`src/rtl/pipe_stage_reg.sv`:
```
// pipe_stage_reg: handshaked pipeline stage register with a 2-entry skid buffer.
// Carries a PC, a control vector and a payload between two pipeline stages.
// in_ready comes from a flop, so a stalled downstream stage never creates a
// combinational ready path back up the pipe.
//
// Ports:
//   clk, rst_n            clock (rising edge), asynchronous active-low reset
//   flush                 synchronous kill of every held entry
//   in_valid / in_ready   upstream handshake (in_ready registered)
//   in_pc/in_ctrl/in_data upstream entry
//   out_valid / out_ready downstream handshake
//   out_pc/out_ctrl/out_data registered entry; out_ctrl is 0 while out_valid=0
//   stall_cnt, flush_cnt  perf counters, present only with PIPE_PERF_CNT_EN
//
// Optional feature macro: PIPE_PERF_CNT_EN (stall/flush performance counters).
module pipe_stage_reg #(
  parameter int unsigned   DATA_W  = 64,
  parameter int unsigned   CTRL_W  = 16,
  parameter int unsigned   PC_W    = 32,
  parameter logic [PC_W-1:0] PC_INIT = PC_W'(32'h0000_0000),
  parameter int unsigned   CNT_W   = 32
) (
  input  logic              clk,
  input  logic              rst_n,
  input  logic              flush,
  input  logic              in_valid,
  output logic              in_ready,
  input  logic [PC_W-1:0]   in_pc,
  input  logic [CTRL_W-1:0] in_ctrl,
  input  logic [DATA_W-1:0] in_data,
  output logic              out_valid,
  input  logic              out_ready,
  output logic [PC_W-1:0]   out_pc,
  output logic [CTRL_W-1:0] out_ctrl,
  output logic [DATA_W-1:0] out_data
`ifdef PIPE_PERF_CNT_EN
  ,
  output logic [CNT_W-1:0]  stall_cnt,
  output logic [CNT_W-1:0]  flush_cnt
`endif
);

  localparam logic [1:0] EMPTY = 2'd0;  // main invalid
  localparam logic [1:0] FULL  = 2'd1;  // main valid, skid invalid
  localparam logic [1:0] SKID  = 2'd2;  // main and skid valid

  typedef struct packed {
    logic [PC_W-1:0]   pc;
    logic [CTRL_W-1:0] ctrl;
    logic [DATA_W-1:0] data;
  } entry_t;

  logic [1:0] state_q, state_d;
  entry_t     main_q, main_d;
  entry_t     skid_q, skid_d;
  entry_t     in_entry;
  logic       out_valid_q, out_valid_d;
  logic       in_ready_q, in_ready_d;
  logic       in_fire_c, out_fire_c;

  // A zero-width counter is meaningless; nothing is generated for legal widths.
  if (CNT_W == 0) begin : g_cnt_w_invalid
  end

  assign in_entry.pc   = in_pc;
  assign in_entry.ctrl = in_ctrl;
  assign in_entry.data = in_data;

  assign in_fire_c  = in_valid & in_ready_q;
  assign out_fire_c = out_valid_q & out_ready;

  // State and datapath registers.
  always_ff @(posedge clk or negedge rst_n) begin
    if (!rst_n) begin
      state_q      <= EMPTY;
      main_q.pc    <= PC_INIT;
      main_q.ctrl  <= '0;
      main_q.data  <= '0;
      skid_q       <= '0;
      out_valid_q  <= 1'b0;
      in_ready_q   <= 1'b1;
    end else begin
      state_q     <= state_d;
      main_q      <= main_d;
      skid_q      <= skid_d;
      out_valid_q <= out_valid_d;
      in_ready_q  <= in_ready_d;
    end
  end

  // Next-state and next-register logic; flush overrides every handshake.
  always_comb begin
    state_d     = state_q;
    main_d      = main_q;
    skid_d      = skid_q;
    out_valid_d = out_valid_q;
    in_ready_d  = in_ready_q;

    if (flush) begin
      // PC and payload hold; only the control vector is killed.
      state_d     = EMPTY;
      out_valid_d = 1'b0;
      in_ready_d  = 1'b1;
      main_d.ctrl = '0;
    end else begin
      case (state_q)
        EMPTY: begin
          if (in_fire_c) begin
            main_d      = in_entry;
            state_d     = FULL;
            out_valid_d = 1'b1;
          end
        end
        FULL: begin
          if (in_fire_c && out_fire_c) begin
            main_d = in_entry;
          end else if (in_fire_c) begin
            // in_ready was still high this cycle, so park the arrival.
            skid_d     = in_entry;
            state_d    = SKID;
            in_ready_d = 1'b0;
          end else if (out_fire_c) begin
            state_d     = EMPTY;
            out_valid_d = 1'b0;
            main_d.ctrl = '0;
          end
        end
        SKID: begin
          if (out_fire_c) begin
            main_d     = skid_q;
            state_d    = FULL;
            in_ready_d = 1'b1;
          end
        end
        default: begin
          state_d     = EMPTY;
          out_valid_d = 1'b0;
          in_ready_d  = 1'b1;
          main_d.ctrl = '0;
        end
      endcase
    end
  end

  assign in_ready  = in_ready_q;
  assign out_valid = out_valid_q;
  assign out_pc    = main_q.pc;
  assign out_ctrl  = main_q.ctrl;
  assign out_data  = main_q.data;

`ifdef PIPE_PERF_CNT_EN
  logic [CNT_W-1:0] stall_cnt_q;
  logic [CNT_W-1:0] flush_cnt_q;

  // Stall: upstream offers an entry we cannot take. Flush counted only if it kills something.
  always_ff @(posedge clk or negedge rst_n) begin
    if (!rst_n) begin
      stall_cnt_q <= '0;
      flush_cnt_q <= '0;
    end else begin
      if (in_valid && !in_ready_q) begin
        stall_cnt_q <= stall_cnt_q + CNT_W'(1);
      end
      if (flush && (state_q != EMPTY)) begin
        flush_cnt_q <= flush_cnt_q + CNT_W'(1);
      end
    end
  end

  assign stall_cnt = stall_cnt_q;
  assign flush_cnt = flush_cnt_q;
`endif

endmodule

```
`config.mk`:
```
export PLATFORM = sky130hd
export DESIGN_NAME = pipe_stage_reg
export DESIGN_NICKNAME = d
export VERILOG_FILES = /design/src/rtl/pipe_stage_reg.sv
export SDC_FILE = /design/constraint.sdc
export NUM_CORES = 1
export LEC_CHECK = 0
export ABC_AREA = 1
export CORE_UTILIZATION = 45
export DETAILED_ROUTE_END_ITERATION = 7
export HOLD_SLACK_MARGIN = 0.03
export MAX_ROUTING_LAYER = met4
export PLACE_DENSITY = 0.86
export SLEW_MARGIN = 20
export SYNTH_ARGS = -nofsm -noshare
export SYNTH_HDL_FRONTEND = slang
export SYNTH_SLANG_ARGS = --single-unit
```
`constraint.sdc`:
```
create_clock -name clk -period 1.65 [get_ports clk]
set_clock_uncertainty 0.1 [all_clocks]
set_input_delay 0.33 -clock clk [delete_from_list [all_inputs] [get_ports clk]]
set_output_delay 0.33 -clock clk [all_outputs]
set_load 0.01 [all_outputs]
```
* Word-level counts from Yosys, hierarchy flattened
Index checks and enable logic that the tools add are counted.
** Storage, ports and cells
- Register bits after elaboration :: 228
- Bits of input ports :: 117
- Output and inout bits :: 114
- Logic and storage cells :: 67
** Operators by class
- Equal/unequal tests :: 16
- Muxes and demuxes :: 29
- Bitwise logic cells :: 4
- Reduce and logical (&&, ||, !) cells :: 9
** Operators by type and width (count)
- 2-to-1 mux 112 bit :: 2
- case mux 64 bit (3 select lines) :: 1
- case mux 32 bit (3 select lines) :: 1
- 2-to-1 mux 16 bit :: 4
- 2-to-1 mux 64 bit :: 1
- case mux 16 bit (3 select lines) :: 1
- 2-to-1 mux 32 bit :: 1
- inequality test 3 bit, second input constant :: 6
- AND reduction 4 bit :: 4
- 2-to-1 mux 2 bit :: 6
- inequality test 4 bit, second input constant :: 3
- inequality test 2 bit, second input constant :: 5
- AND reduction 5 bit :: 2
- 2-to-1 mux 1 bit :: 9
- case mux 1 bit (3 select lines) :: 2
- case mux 2 bit (3 select lines) :: 1
- nonzero test 3 bit :: 1
- AND 1 bit :: 2
- == test 2 x 1 -> 1 bit, second input constant :: 1
- == test 2 bit, second input constant :: 1
- logical NOT 2 bit :: 1
- NOT 1 bit :: 2
- logical AND 1 bit :: 1

* Logic depth before layout (Yosys ltp)
Gate-level depths: netlist of run 1.
- Depth after elaboration :: 6
- Gate-level depth with buffers :: 10

* Worst setup path after synthesis of run 1
No wires, ideal clock.
- Kind :: register to register
- Start :: reg in_ready_q, in the netlist in_ready
- End :: reg main_q (netlist bit out_pc[3])
- Setup time :: 0.117 ns
- Arrival time :: 1.523 ns
- Slack :: -0.090 ns
- Cell stages (with the launch flop) :: 10
- Buffers on the path :: 2
- Clock period less this slack :: 1.740 ns
- Cell sequence :: dfstp_2 nand2_1 nor2_4 nor2_1 nand2_2 nand2_2 buf_4 buf_2 nand2_1 nand2_1
** On the way
- Longest elaborated chain between the ends :: 4
** RTL lines
- from (decl) :: RTL line 58 : logic in_ready_q, in_ready_d;
- from (signal assigned) :: RTL line 87 : in_ready_q <= in_ready_d;
- AND 1 bit * :: RTL line 69 : assign in_fire_c = in_valid & in_ready_q;
- logical AND 1 bit :: RTL line 115 : if (in_fire_c && out_fire_c) begin
- inequality test 2 bit (no line)
- AND reduction 5 bit (no line) *
- to (signal assigned) :: RTL line 84 : main_q <= main_d;
- to (decl) :: RTL line 54 : entry_t main_q, main_d;
Mark *: on every way between the ends. The rest lies on a longest branch, timed or not.
A chain may end at the register's enable or synchronous reset.

* Final worst setup path of run 1
- Start :: reg state_q[0]
- End :: reg main_q (netlist bit out_data[47])
** On the way
- Longest elaborated chain between the ends :: 3
** RTL lines
- from (decl) :: RTL line 53 : logic [1:0] state_q, state_d;
- from (signal assigned) :: RTL line 83 : state_q <= state_d;
- == test 2 x 1 -> 1 bit, or another cell as far along :: RTL line 106 : case (state_q)
- inequality test 2 bit (no line) / nonzero test 3 bit (equally long branches)
- AND reduction 5 bit (no line)
Parallel ways exist; a longest one is shown, timed or not.

==> results of run 1 <==
-- logic make-up after synthesis --
family,after synthesis,share of synthesized area [%]
AO/OA/AOI/OAI,212,10.5
buffers and inverters,202,8.33
flip-flops,228,55.6
AND/OR/NAND/NOR,640,25.6
-- routing by layer --
metal	vias up	part of all wire, %	track usage (%)
li1	4609	-	-
met1	4866	39	30.4
met2	571	49	41.1
met3	125	8.3	3.12
met4	0	3.8	7.94
met5	-	0	-
-- per-stage QoR --
step                hold WS, ns  instance area [µm²]  setup TNS (ns)  utilization, %
floorplan               -0.0656                10300          -0.986               -
global placement          0.175                13400          -54.77            60.5
detailed placement        0.174                13400          -61.38            60.5
CTS                       0.222                14100         -0.0621            63.9
global route              0.250                15300          -10.03            69.1
finish                    0.219                15300           -1.78            69.1
-- layout make-up --
class,count,area (µm²),area share [%]
sequential,228,5710,37.4
multi-input combinational,853,4140,27.1
timing repair buffer,333,3900,25.5
clock buffer,37,701,4.59
inverter,119,452,2.96
tap,280,350,2.29
clock inverter,4,22.5,0.147
-- worst max path at each step --
stage	to	start
after global routing	out_data[47]$_DFFE_PN0P_	state_q[0]$_DFFE_PN0P_
final	out_data[47]$_DFFE_PN0P_	state_q[0]$_DFFE_PN0P_
after floorplan	out_pc[3]$_DFFE_PN0P_	in_ready$_DFFE_PN1P_
after detailed placement	out_data[9]$_DFFE_PN0P_	flush
after global placement	out_data[45]$_DFFE_PN0P_	in_valid
after CTS	in_ready	in_ready$_DFFE_PN1P_
-- power by group --
| part | internal (µW) | switching (µW) | leakage, µW |
|---|---|---|---|
| registers | 8140 | 1410 | 0.00276 |
| logic | 4900 | 5730 | 0.00473 |
| clock network | 2900 | 2140 | 0.000352 |
-- sequential cells by signal, summed over array words and instances (netlist names) --
| name | cells |
|---|---|
| in_ready | 1 |
| out_ctrl | 16 |
| out_data | 64 |
| out_pc | 32 |
| out_valid | 1 |
| skid_q | 112 |
| state_q | 2 |
-- cells in the final DEF (no fill, tap or decap), types with 9 or more instances in the layout --
| cell type | n |
|---|---|
| buf_4 | 34 |
| o21ai_1 | 37 |
| dfrtp_1 | 226 |
| inv_1 | 115 |
| dlygate4sd2_1 | 87 |
| clkbuf_16 | 46 |
| clkdlybuf4s50_1 | 115 |
| nand3_1 | 98 |
| nor2_2 | 31 |
| nor2_1 | 26 |
| a21oi_1 | 55 |
| clkdlybuf4s15_1 | 25 |
| nand2_1 | 406 |
| buf_6 | 12 |
| nand2_2 | 27 |
| nand3_2 | 34 |
| o21ai_0 | 116 |
| clkbuf_1 | 9 |
| buf_16 | 9 |
| buf_12 | 27 |
-- timing repair --
item	in CTS	in global routing
hold buffers	1	0
pin swaps	2	41
endpoints found under the setup margin	186	132
resized for setup	139	173
setup buffers	4	5
hold endpoints to repair	168	0
gates cloned	2	28
==> results.md, run 1 <==
* Total power at about 25000 µW
* Status: complete, but fails checks
* Dpl cells at approximately 1800
* Max-cap violations at 0
* IO Count at about 230
* Gp weighted congestion at 0.879
* Avg Cell Area, Syn at approximately 8 µm²
* Worst r2r dst: out_data[47]$_DFFE_PN0P_
* Crit-path cells: nor2_4 -> inv_2 -> o22ai_4 -> buf_6 -> nand2_8 -> clkbuf_16 -> nand2_1 -> nand2_1
* Slew margin rel. at a little under three quarters
* Layout cells sized above 1 at about 16%
* Final Hold Viols at 0
* Measured slew at the worst slew-check pin at about 0.43 ns
* Nets at between 1500 and 2000
* Max Freq at ~0.58 GHz
* Drt wl/cell at around 18 µm
* Core box area at 22100 µm²
* Static leakage at 0.00785 µW
* Antenna Nets Post-Route at 0
* R2R setup slack at -0.08 ns
* Setup slack after layout at -0.0781 ns
* CP endpoint kind: register
* Gr ovfl total at 0
* Vias in the first global route at a little over 9000
* Area Overhead vs Synth at 48.7%
* Syn nets at 1399
* Crit start category: register
* Critical path's most frequent cell: nand2_1
* Pre-antenna DRT Iters at 6
* Largest net degree at the start of global routing at between 70 and 80
* Tot GR Track Use at approximately 24%
* Detailed Place HPWL at between 15000 and 20000 µm
* CTS tree: done
* Setup CP Type: register to register
* Power Density at about 1700 nW/µm²
* Die Area at around 23000 µm²
* Die Ht at between 150 and 200 µm
* Wire length of the first global-routing pass at 45200 µm
* DP Worst Slack at -0.352 ns
* Stages on worst setup path at 8
* Insertion delay to the later sink of the worst-skew pair at ~0.5 ns
* Cts bufs inserted at 24
* Layout fillers at around 1600
* Failing checks: negative setup slack
* CP arrival at slightly above 2 ns
* Worst path max stage delay at around 0.5 ns
* Slowest cell on crit path: dfrtp_2
* Buf/Inv on CP at 3
* CP max FO at 14
* Post-route insts no fill at about 1900
* Syn Inst Count at 1282
* Seq cells post-synth at between 200 and 250
* Row cnt at between 50 and 60
* Setup violators final at 65
* Drt total wl at approximately 33000 µm
* Final Max Tran Viols at 0
* Area leader, netlist: dfrtp_1
* Most common library cells after synthesis: nand2_1, dfrtp_1, o21ai_0
* Detailed Route Iter0 Violations at a little over 700
* Period utilization at 105%
* Leading cell types by total area after synthesis: dfrtp_1, nand2_1, o21ai_0, nand3_1, inv_1
* Main synth FF type: dfrtp_1
* Post-synth EDFFs at 0
* WP data required at just under 2 ns
* I/O Buffers at 230
* Initial Util at 46.5%
* H-Tree Depth at 1
* Initial antenna violation count at 0
* Diode count at 0
* Die W at approximately 150 µm
* Clk buf depth at 3
* FFs w/ async S/R, synth at 100%
* Peak supply drop at a little over 0.0009 V
* Worst Reg2Reg Path Length in Cells at 8
* Clock sink count at roughly 230
* Most common cell in the synthesized netlist: nand2_1
* Fin crit period at between 1.5 and 2 ns
* Post-synth top area share at 55.3%
* Yosys Warn Count at 0
* CTS Root Cell: clkbuf_16
* CTS clk-pin slew, worst paths at about 0.060 ns
* Hold Crit Class: primary input to asynchronous set/reset pin
* RSZ-0062 raised after global routing: yes
* Vias per cell at about 5.5
* Seq/Total Area, Yosys at a little under three fifths
* Yosys cell types at 23
* Post-route DRC at 0
* Synthesized cell area at between 10000 and 15000 µm²
* CP top delay family: flip-flops
* Vias at about 10000
* R2R Path Start: state_q[0]$_DFFE_PN0P_
Note: power is estimated with default switching activity, not from simulation.
==> run 2, diff against run 1 <==
CORE_MARGIN = 3   (was not set)
==> run 2 against run 1 <==
Cell area grew 6.3%. Largest cell class unchanged. Critical path type unchanged. Sequential power rose by 0.7%. Non-clock buffer count grew 38. Core utilization rose by 4.4 points. Total power is 8.2% higher. Register-to-register slack worse by 0.10 ns. The run still ends with negative setup slack left.
==> results.md, run 2 (synthesis results as in run 1) <==
* Area Overhead vs Synth at 58.1%
* R2R Path Start: in_ready$_DFFE_PN1P_
* Drt total wl at 38800 µm (+16%)
* Placed instance area at 13200 µm² (-1.0%)
* Detailed Route Iter0 Violations at 1094 (+55%)
* RSZ-0062 raised after global routing: yes
* WP data required at 1.99 ns (+0.04 ns)
* Clock sink count at 228 (unchanged)
* Final Hold Viols at 0 (unchanged)
* Hold Crit Class: primary input to asynchronous set/reset pin
* CTS clk-pin slew, worst paths at 0.07 ns (about the same)
* Largest net degree at the start of global routing at 74 (-5.1%)
* Static leakage at 0.00819 µW (+4.4%)
* I/O Buffers at 230 (unchanged)
* H-Tree Depth at 1 (unchanged)
* Wire length of the first global-routing pass at 49900 µm (+11%)
* Period utilization at 111% (+6.1 points)
* Layout fillers at 1477 (-5.1%)
* Insertion delay to the later sink of the worst-skew pair at 0.52 ns (about the same)
* Power Density at 1680 nW/µm² (+1.8%)
* Initial Util at 46.5% (unchanged)
* R2R setup slack at -0.18 ns (-0.10 ns)
* Register area at 5710 µm² (unchanged)
* Slew margin rel. at 63.0% (-8.0 points)
* Top reg by flops: skid_q
* Die W at 157 µm (+2.6%)
* DP Worst Slack at -0.343 ns (+0.00951 ns)
* Status: complete, but fails checks
* Failing checks: negative setup slack
* Vias at 10700 (+5.5%)
* Final Max Tran Viols at 0 (unchanged)
* Cts bufs inserted at 25 (+4.2%)
* Most frequent cells in the layout: nand2_1, dfrtp_1, nand3_1, o21ai_0
* Setup CP Type: register to register
* IO Count at 231 (unchanged)
* Layout cells sized above 1 at 20.6% (+4.4 points)
* Worst Reg2Reg Path Length in Cells at 8 (unchanged)
* Die Ht at 157 µm (+2.6%)
* Setup slack after layout at -0.178 ns (-0.100 ns)
* Nets at 1715 (+2.3%)
* Hold slack at 0.230 ns (+0.0102 ns)
* Gr ovfl total at 0 (unchanged)
* Row cnt at 54 (unchanged)
* Total power at 27300 µW (+8.2%)
* Peak supply drop at 0.00101 V (+8.0%)
* Vias per cell at 5.65 (+2.9%)
* Initial antenna violation count at 2 (+2)
* CTS tree: done
* Vias in the first global route at 9578 (+2.6%)
* Drt wl/cell at 20.4 µm (+13%)
* Worst r2r dst: skid_q[56]$_DFFE_PN0P_
* Antenna Nets Post-Route at 0 (unchanged)
* Fin crit period at 1.83 ns (+0.100 ns)
* CP endpoint kind: register
* CP arrival at 2.17 ns (+0.15 ns)
* Clk buf depth at 3 (unchanged)
* CP max FO at 6 (-8)
* CTS Root Cell: clkbuf_16
* Measured slew at the worst slew-check pin at 0.554 ns (+0.120 ns)
* Detailed Place HPWL at 18800 µm (+0.75%)
* Most common cell after layout, fill and taps aside: nand2_1
* Pre-antenna DRT Iters at 6 (unchanged)
* Post-route DRC at 0 (unchanged)
* Core box area at 22100 µm² (unchanged)
* Setup violators final at 203 (+210%)
* Multi-input logic area at 4340 µm² (+4.7%)
* Max reg flops at 112 (unchanged)
* Tot GR Track Use at 25.7% (+1.4 points)
* Max Freq at 0.547 GHz (-5.5%)
* Die Area at 24700 µm² (+5.3%)
* Final instance area at 16200 µm² (+6.3%)
* Max-cap violations at 0 (unchanged)
* Gp weighted congestion at 0.843 (-4.1%)
* Crit start category: register
-- run 2: worst max-delay path: stages (launching register included) --
cell       delay, ns
dfstp_2         0.55
buf_6           0.10
nand2_4         0.07
inv_6           0.08
nand3_4         0.15
buf_8           0.21
buf_8           0.14
clkbuf_16       0.17
a21oi_2         0.18
-- run 2: power by group --
part | switching (µW) | leakage [µW] | internal [µW]
registers | 1480 | 0.00276 | 8140
logic | 6200 | 0.00499 | 5560
clock network | 2350 | 0.000439 | 3570
total | 10000 | 0.00819 | 17300
-- run 2: final cells by class --
class,count,share of cell area [%]
timing repair buffer,371,27.7
clock buffer,34,4.49
multi-input combinational,853,26.7
clock inverter,12,0.902
tap,280,2.16
inverter,119,2.80
antenna,3,0.0462
sequential,228,35.2
-- run 2: how the worst max path moves through the flow --
stage	to	from	cells after the start	slack [ns]
global route	skid_q[56]$_DFFE_PN0P_	in_ready$_DFFE_PN1P_	8	-0.24
global placement	out_data[33]$_DFFE_PN0P_	in_valid	8	-0.30
floorplan	out_pc[3]$_DFFE_PN0P_	in_ready$_DFFE_PN1P_	9	-0.02
detailed placement	out_data[13]$_DFFE_PN0P_	flush	7	-0.34
finish	skid_q[56]$_DFFE_PN0P_	in_ready$_DFFE_PN1P_	8	-0.18
CTS	in_ready	in_ready$_DFFE_PN1P_	1	-0.14
-- run 2: stage by stage --
step / TNS (ns) / utilization [%] / instances
CTS: -11.99 / 67.0 / 1844
global route: -25.50 / 73.5 / 1899
floorplan: -0.986 / - / 1282
detailed placement: -65.85 / 59.9 / 1765
finish: -14.41 / 73.5 / 1900
global placement: -54.87 / 59.9 / 1765
-- run 2: what timing repair did --
| action | in CTS | in global routing |
|---|---|---|
| cloned | 20 | 25 |
| hold buffers | 1 | 0 |
| setup endpoints to repair | 217 | 273 |
| gates resized for setup | 187 | 258 |
| hold endpoints to repair | 85 | 0 |
| pin swaps | 11 | 22 |
| buffers inserted | 12 | 30 |
-- run 2: metal layers --
layer	vias up	share of wire (%)	track usage (%)	routed length [µm]
met2	670	49	42.4	19000
met3	196	8.8	4.04	3420
met5	-	0	-	0
met1	5147	37	32.8	14300
li1	4714	-	-	-
met4	0	5.2	8.55	2010
